### config.mk
export PLATFORM = sky130hd
export DESIGN_NAME = adc_lock_supervisor
export DESIGN_NICKNAME = d
export VERILOG_FILES = /design/src/rtl/adc_lock_pkg.sv /design/src/rtl/adc_lock_sync.sv /design/src/rtl/adc_lock_supervisor.sv
export SDC_FILE = /design/constraint.sdc
export NUM_CORES = 1
export LEC_CHECK = 0
export ABC_AREA = 1
export ABC_CLOCK_PERIOD_IN_PS = 1570
export CORE_ASPECT_RATIO = 0.8
export CORE_MARGIN = 2
export CORE_UTILIZATION = 45
export CTS_CLUSTER_DIAMETER = 60
export DETAILED_ROUTE_END_ITERATION = 7
export DONT_BUFFER_PORTS = 1
export PLACE_DENSITY = 0.69
export SLEW_MARGIN = 40
export SYNTH_ARGS = -nofsm -noshare
export SYNTH_HDL_FRONTEND = slang
export SYNTH_SLANG_ARGS = --single-unit
### constraint.sdc
create_clock -name OPB_Clk -period 1.57 [get_ports OPB_Clk]
set_input_delay 0.3925 -clock OPB_Clk [delete_from_list [all_inputs] [get_ports OPB_Clk]]
set_output_delay 0.3925 -clock OPB_Clk [all_outputs]
set_load 0.01 [all_outputs]
### src/rtl/adc_lock_pkg.sv
// Shared types and constants for the ADC MMCM lock supervisor.
// State codes, counter widths and status word field positions.
package adc_lock_pkg;

    localparam int LOSS_CNT_W  = 8;
    localparam int RETRY_CNT_W = 4;

    typedef enum logic [3:0] {
        ST_ACQUIRE    = 4'd1,
        ST_SETTLE     = 4'd2,
        ST_LOCKED     = 4'd3,
        ST_RESET_MMCM = 4'd4,
        ST_FAILED     = 4'd5
    } state_t;

    localparam int SW_STATE_LSB = 28;
    localparam int SW_STATE_W   = 4;
    localparam int SW_RETRY_LSB = 24;
    localparam int SW_RETRY_W   = RETRY_CNT_W;
    localparam int SW_LOSS_LSB  = 16;
    localparam int SW_LOSS_W    = LOSS_CNT_W;
    localparam int SW_LK_BIT    = 1;
    localparam int SW_OK_BIT    = 0;

    function automatic logic [31:0] pack_status(
        input state_t                 st,
        input logic [RETRY_CNT_W-1:0] retry,
        input logic [LOSS_CNT_W-1:0]  loss,
        input logic                   lk,
        input logic                   ok
    );
        logic [31:0] w;
        w = '0;
        w[SW_STATE_LSB +: SW_STATE_W] = st;
        w[SW_RETRY_LSB +: SW_RETRY_W] = retry;
        w[SW_LOSS_LSB +: SW_LOSS_W]   = loss;
        w[SW_LK_BIT]                  = lk;
        w[SW_OK_BIT]                  = ok;
        return w;
    endfunction

endpackage

### src/rtl/adc_lock_sync.sv
// Two-flop synchronizer with synchronous reset.
// Brings the raw MMCM locked level into the OPB_Clk domain.
module adc_lock_sync (
    input  logic clk,
    input  logic rst,
    input  logic d,
    output logic q
);

    logic meta;

    // two-stage capture of the asynchronous input
    always_ff @(posedge clk) begin
        if (rst) begin
            meta <= 1'b0;
            q    <= 1'b0;
        end else begin
            meta <= d;
            q    <= meta;
        end
    end

endmodule

### src/rtl/adc_lock_supervisor.sv
// MMCM lock supervisor: debounce, loss counting, timed reset retries.
// Produces the status word read back through the software register.
module adc_lock_supervisor
    import adc_lock_pkg::*;
#(
    parameter int SETTLE_CYCLES    = 1024,
    parameter int TIMEOUT_CYCLES   = 65536,
    parameter int RST_PULSE_CYCLES = 16,
    parameter int MAX_RETRIES      = 7
) (
    input  logic        OPB_Clk,
    input  logic        OPB_Rst,
    input  logic        adc_locked_async,
    input  logic        clr_stats,
    output logic        mmcm_rst,
    output logic        locked_ok,
    output logic        lost_pulse,
    output logic [31:0] status_word
);

    localparam int TMAX_A = (TIMEOUT_CYCLES > SETTLE_CYCLES) ?
                            TIMEOUT_CYCLES : SETTLE_CYCLES;
    localparam int TMAX   = (TMAX_A > RST_PULSE_CYCLES) ?
                            TMAX_A : RST_PULSE_CYCLES;
    localparam int TW     = (TMAX > 1) ? $clog2(TMAX) : 1;

    localparam logic [TW-1:0] T_TIMEOUT = TW'(TIMEOUT_CYCLES - 1);
    localparam logic [TW-1:0] T_SETTLE  = TW'(SETTLE_CYCLES - 1);
    localparam logic [TW-1:0] T_PULSE   = TW'(RST_PULSE_CYCLES - 1);

    localparam logic [RETRY_CNT_W-1:0] R_MAX = RETRY_CNT_W'(MAX_RETRIES);

    logic                   lk;
    logic                   clr_q;
    logic                   clr_edge;
    state_t                 state;
    state_t                 state_n;
    logic [TW-1:0]          timer;
    logic [TW-1:0]          timer_n;
    logic [RETRY_CNT_W-1:0] retry_cnt;
    logic [RETRY_CNT_W-1:0] retry_n;
    logic [LOSS_CNT_W-1:0]  loss_cnt;
    logic [LOSS_CNT_W-1:0]  loss_n;
    logic                   lost_n;

    adc_lock_sync u_sync (
        .clk (OPB_Clk),
        .rst (OPB_Rst),
        .d   (adc_locked_async),
        .q   (lk)
    );

    assign clr_edge = clr_stats & ~clr_q;

    // next state, counters and loss pulse
    always_comb begin
        state_n = state;
        retry_n = retry_cnt;
        loss_n  = loss_cnt;
        lost_n  = 1'b0;
        unique case (state)
            ST_ACQUIRE: begin
                if (lk) begin
                    state_n = ST_SETTLE;
                end else if (timer == T_TIMEOUT) begin
                    if (retry_cnt < R_MAX) begin
                        state_n = ST_RESET_MMCM;
                        retry_n = retry_cnt + 1'b1;
                    end else begin
                        state_n = ST_FAILED;
                    end
                end
            end
            ST_SETTLE: begin
                if (!lk) begin
                    state_n = ST_ACQUIRE;
                end else if (timer == T_SETTLE) begin
                    state_n = ST_LOCKED;
                    retry_n = '0;
                end
            end
            ST_LOCKED: begin
                if (!lk) begin
                    state_n = ST_ACQUIRE;
                    lost_n  = 1'b1;
                    if (loss_cnt != '1) begin
                        loss_n = loss_cnt + 1'b1;
                    end
                end
            end
            ST_RESET_MMCM: begin
                if (timer == T_PULSE) begin
                    state_n = ST_ACQUIRE;
                end
            end
            ST_FAILED: begin
                if (clr_edge) begin
                    state_n = ST_ACQUIRE;
                end
            end
            default: begin
                state_n = ST_ACQUIRE;
            end
        endcase
        // a clear wins over any same-cycle increment
        if (clr_edge) begin
            retry_n = '0;
            loss_n  = '0;
        end
        timer_n = (state_n != state) ? '0 : timer + 1'b1;
    end

    // state, counters and registered outputs
    always_ff @(posedge OPB_Clk) begin
        if (OPB_Rst) begin
            state       <= ST_ACQUIRE;
            timer       <= '0;
            retry_cnt   <= '0;
            loss_cnt    <= '0;
            clr_q       <= 1'b0;
            mmcm_rst    <= 1'b0;
            locked_ok   <= 1'b0;
            lost_pulse  <= 1'b0;
            status_word <= 32'h1000_0000;
        end else begin
            state       <= state_n;
            timer       <= timer_n;
            retry_cnt   <= retry_n;
            loss_cnt    <= loss_n;
            clr_q       <= clr_stats;
            mmcm_rst    <= (state_n == ST_RESET_MMCM);
            locked_ok   <= (state_n == ST_LOCKED);
            lost_pulse  <= lost_n;
            status_word <= pack_status(state_n, retry_n, loss_n, lk,
                                       state_n == ST_LOCKED);
        end
    end

endmodule

[Yosys cells after proc, flatten, opt, wreduce, memory -nomap -nowiden]
Cells that the tools add are included.
Operators by class
  $lt $le $gt $ge: 1
  bitwise logic cells: 3
  equal/unequal tests: 12
  $add $sub $neg: 3
  reduce and logical (&&, ||, !) cells: 2
  mux-type cells: 21
Operators by type and width (count)
  2-to-1 mux 4 bit: 13
  2-to-1 mux 8 bit: 4
  one-hot mux 4 bit (5 select lines): 1
  adder 16 x 1 -> 16 bit (second input constant): 1
  equality test 16 x 10 -> 1 bit (second input constant): 1
  equality test 16 bit (second input constant): 1
  equality test 16 x 4 -> 1 bit (second input constant): 1
  equality test 4 x 2 -> 1 bit (second input constant): 3
  equality test 4 x 3 -> 1 bit (second input constant): 3
  adder 8 x 1 -> 8 bit (second input constant): 1
  != test 8 bit (second input constant): 1
  one-hot mux 4 bit (2 select lines): 1
  adder 4 x 1 -> 4 bit (second input constant): 1
  equality test 4 x 1 -> 1 bit (second input constant): 1
  less-than comparator 4 x 3 -> 1 bit (second input constant): 1
  != test 4 bit: 1
  OR reduction 2 bit: 2
  2-to-1 mux 1 bit: 2
  inverter 1 bit: 2
  bitwise AND 1 bit: 1
Storage, ports and cells
  word-level logic and storage cells: 54
  bits of input ports: 4
  flip-flop bits (word level): 70
  output and inout bits: 35

[Logic depth before layout (Yosys ltp)]
  depth after elaboration: 7
  mapped depth: 13
  mapped depth without buffers: 12

[Cells and area by module]
A second synthesis with hierarchy kept.
Unflattened totals
  cell total of the unflattened synthesis: 284
  area, all modules: 2115.8 µm²
By module, submodules not included
  adc_lock_supervisor: times used 1, cells an instance 278, seq. area each 740.7 µm², area each 2060.7 µm²
  adc_lock_sync: times used 1, cells an instance 6, seq. area each 40.0 µm², area each 55.1 µm²

[Worst setup path before layout]
OpenSTA, ideal clock, no wires.
  kind: reg2reg
  start point: reg timer[0]
  end point: reg timer[12]
  clock period less this slack: 1.639 ns
  stages on the path, launching flop included: 12
  slack: -0.069 ns
  buffers on the path: 1
  arrival time: 1.519 ns
  setup time: 0.120 ns
  cells stage by stage: dfxtp_1 -> ha_1 -> nand2_1 -> nor2_2 -> nand2_4 -> nor2_8 -> nand3_4 -> nand2_4 -> nand4_1 -> nand2_2 -> buf_6 -> nor3_2
Between the ends
  word-level cells in the longest chain between the ends: 6
  elaborated cells on any way between the ends: 12
  those cells by class: 1 x add/sub; 4 x eq/ne; 6 x mux; 1 x reduce/logical
RTL lines
  start: declaration: RTL line adc_lock_supervisor.sv:38  | logic [TW-1:0] timer;
  start signal: assignment: RTL line adc_lock_supervisor.sv:127  | timer <= timer_n;
  equality test 16 x 10 -> 1 bit / equality test 16 bit (equally long branches): RTL line adc_lock_supervisor.sv:77, adc_lock_supervisor.sv:65
  2-to-1 mux 4 bit, on equally long branches: RTL line adc_lock_supervisor.sv:77, adc_lock_supervisor.sv:65
  2-to-1 mux 4 bit, on equally long branches: RTL line adc_lock_supervisor.sv:75, adc_lock_supervisor.sv:63
  one-hot mux 4 bit (5 select lines): RTL line adc_lock_supervisor.sv:61  | unique case (state)
  != test 4 bit: RTL line adc_lock_supervisor.sv:110  | timer_n = (state_n != state) ? '0 : timer + 1'b1;
  OR reduction 2 bit (no source line)
Several ways; a longest one is shown, not always the timed one.
A chain may end at the register's enable or synchronous reset.

[Worst setup path in the final report]
  start point: reg timer[8]
  end point: reg timer[2]
Between the ends
  word-level cells in the longest chain between the ends: 6
  elaborated cells on any way between the ends: 11
  those cells by class: 4 x eq/ne; 6 x mux; 1 x reduce/logical
RTL lines (RTL line)
  equality test 16 x 10 -> 1 bit / equality test 16 bit (equally long branches): adc_lock_supervisor.sv:77, adc_lock_supervisor.sv:65
  2-to-1 mux 4 bit, on equally long branches: adc_lock_supervisor.sv:77, adc_lock_supervisor.sv:65
  2-to-1 mux 4 bit, on equally long branches: adc_lock_supervisor.sv:75, adc_lock_supervisor.sv:63
  one-hot mux 4 bit (5 select lines) *: adc_lock_supervisor.sv:61
  != test 4 bit *: adc_lock_supervisor.sv:110
  OR reduction 2 bit (no source line) *
Every way passes the cells marked *; elsewhere a longest branch is shown, timed or not.

==> results.md <==
- Initial antenna violation count: 0
- Routed WL per cell: 12.6 microns
- Mux cell area share after synthesis: 0%
- Largest family of logic cells by synthesized area: simple AND/OR/NAND/NOR gates
- Drt initial violations: 115
- Combinational Power Share: 11.0%
- Placed cells: 390
- Vias/cell: 4.80
- Sw frac: 25.4%
- CTS max path bufs: 2
- Final setup violation count: 18
- Most frequent cells in the layout: 61 x buf_4, 39 x nand2_1, 35 x inv_1
- Die H: 65.0 microns
- Final Non-Filler Cells: 406
- Die area: 5210 sq um
- Clock root buffer: clkbuf_8
- Multi-input logic area: 1220 sq um
- Syn_area_per_cell: 7.54 sq um
- Final period utilization: 106%
- Simple-gate share of the synthesized area: 35.1%
- Cells after Synth: 277
- DIE WIDTH: 80.2 microns
- CTS sink count: 39
- Xor-xnor portion of the synthesized cell area: 5.87%
- H-Tree Level Count: 2
- Io pins: 39
- Req. time, crit path: 1790 ps
- Yosys reg bits: 39
- Share of cells above drive strength 1: 39.6%
- Share of total power in the clock network: 36.1%
- Final min period: 1660 ps
- Area growth syn-to-layout: 36.5%
- Commonest non-fill, non-tap cell in the layout: buf_4
- Vias after detailed routing: 1949
- Worst Path Arrival: 1890 ps
- HPWL Detailed: 3.47 mm
- Reg clk slew, reported paths: 70 ps
- Leak pwr: 1.25 nW
- Violated checks: setup timing
- Number of global-route vias before repair: 1828
- Worst-Skew Late Latency: 300 ps
- Nets@finish: 353
- Clock Skew: 8.51 ps
- Post-synthesis sequential area ratio: 37.4%
- Synth Cell Area: 2090 sq um
- Max Cap Viol: 0
- Min-delay worst type: input pin to flip-flop
- Core area: 4510 sq um
- Std-Cell Rows: 22
- Syn. warnings: 0
- F_max: 602 MHz
- Synth Area in Compound Gates: 6.05%
- Filler cell count: 394
- # DRC: 0
- M3 GR Usage: 4.74%
- Crit start category: flip-flop
- Router iterations before antenna repair: 4
- Total area of sequential cells: 790 sq um
- RSZ-0062 raised after global routing: true
- Gr busiest metal: met2
- CTS tree: built
- First-pass GRT wire length: 8.09 mm
- Port Buf Inserts: 0
- Netlist cell types: 29
- Critical Path End Type: flip-flop
- Status: finished with violations
- Initial Utilization: 46.3%
- Sw power: 486 uW
- Post-synthesis adder-cell area fraction: 1.80%
- Setup TNS: -1220 ps
- Routed Antenna Nets: 0
- GPL Wtd Cong: 0.874
- Slew Limit Fails: 0
- Drt total wl: 5.11 mm
- # diodes: 0
- Largest net degree at the start of global routing: 17
- Pwr Density: 672 nW/um^2
- Peak supply drop: 0.000610 V
- Met2 Resource Use GR: 32.8%
- Cell-internal power: 1.43 mW
- Final WS setup: -92.0 ps
- Tot GR Track Use: 20.0%
- Sequential Power Share: 52.8%
- Met1 routing resource usage after global routing: 25.5%
- Critical path type: flip-flop to flip-flop
- Worst-path maximum fanout: 7
- CTS Buf Count: 5
- Final hold vios: 0
- Total congestion overflow: 0
==> cells by family (layout without fill, tap and decap cells) <==
family	after synthesis	after routing
AOI/OAI and AO/OA	24	24
xor gates and xnor gates	14	14
adders and majority gates	3	3
buffers and inverters	57	112
DFF	39	39
other	1	15
and+or+nand+nor	139	139
==> Yosys cell counts (all sizes together) <==
| library cell | number | area [sq um] |
|---|---|---|
| nand3 | 20 | 130 |
| buf | 17 | 135 |
| o21ai | 11 | 55.1 |
| a31oi | 1 | 6.26 |
| xor2 | 8 | 70.1 |
| nand4 | 5 | 31.3 |
| clkbuf | 1 | 3.75 |
| dfxtp | 39 | 781 |
| conb | 1 | 3.75 |
| ha | 3 | 37.5 |
| a21o | 1 | 7.51 |
| nor3 | 24 | 170 |
| a21oi | 10 | 50.1 |
| xnor2 | 6 | 52.6 |
| inv | 39 | 146 |
| nand2 | 48 | 205 |
| o21a | 1 | 7.51 |
| nor2 | 42 | 196 |
==> routing by layer <==
layer,share of wire (%),up-vias,wire [microns]
met4,1.8,0,90
met3,5.0,10,258
met5,0,-,0
li1,-,986,-
met2,49,54,2510
met1,44,899,2250
==> sequential cells by signal (all words and copies together), names as in the netlist <==
name	flops
timer	16
mmcm_rst	1
lost_pulse	1
u_sync.q	1
clr_q	1
u_sync.meta	1
status_word	18
==> area by class of cell <==
cell class | count | area share (%)
clock buffer | 6 | 2.89
clock inverter | 1 | 0.175
inverter | 39 | 5.13
multi-input combinational | 195 | 42.9
sequential | 39 | 27.7
tap | 60 | 2.63
timing repair buffer | 66 | 18.6
==> stage by stage <==
| stage | area (sq um) | setup slack [ps] | utilization, % | power (mW) | hold WS [ps] |
|---|---|---|---|---|---|
| final | 2850 | -92.0 | 63.2 | 1.92 | 163 |
| after global routing | 2850 | -217 | 63.2 | 1.98 | 153 |
| after CTS | 2750 | -57.1 | 60.9 | 1.90 | 156 |
| after detailed placement | 2540 | -156 | 56.3 | 1.20 | 392 |
| after global placement | 2540 | -70.5 | 56.3 | 1.20 | 390 |
| after floorplan | 2170 | -10.2 | - | 1.17 | 388 |
==> critical path, stage by stage (launching register included) <==
cell and delay (ps):
dfxtp_2 370, nand2_1 130, nor2_2 180, inv_2 80, nor2_8 120, nand3_4 90
nand2_4 80, nand3_2 80, nand2_2 100, nand3_4 90, buf_12 170, nor3_4 100
==> path summary, 6_finish.rpt <==
kind / start / slack, ps / cells after the start / end
setup / recovery: timer[8] / -90 / 11 / timer[2]
hold / removal: OPB_Rst / 160 / 1 / clr_q
setup reg to reg: timer[8] / -90 / 11 / timer[2]
hold reg to reg: u_sync.meta / 400 / 2 / u_sync.q
==> what timing repair did <==
action,4_1_cts,5_1_grt
resized for setup,21,25
endpoints found under the hold margin,0,0
pin swaps,7,7
setup endpoints to repair,21,27
setup buffers,5,4
hold buffers,0,0
==> power groups by stage <==
| stage | combinational (mW) | sequential (mW) | clock, mW |
|---|---|---|---|
| 2_1_floorplan | 0.134 | 1.04 | 0 |
| 3_3_place_gp | 0.164 | 1.03 | 0 |
| 3_5_place_dp | 0.167 | 1.04 | 0 |
| 4_1_cts | 0.193 | 1.01 | 0.699 |
| 5_1_grt | 0.232 | 1.01 | 0.739 |
| 6_report | 0.211 | 1.01 | 0.693 |
(Power assumes the default switching activity.)
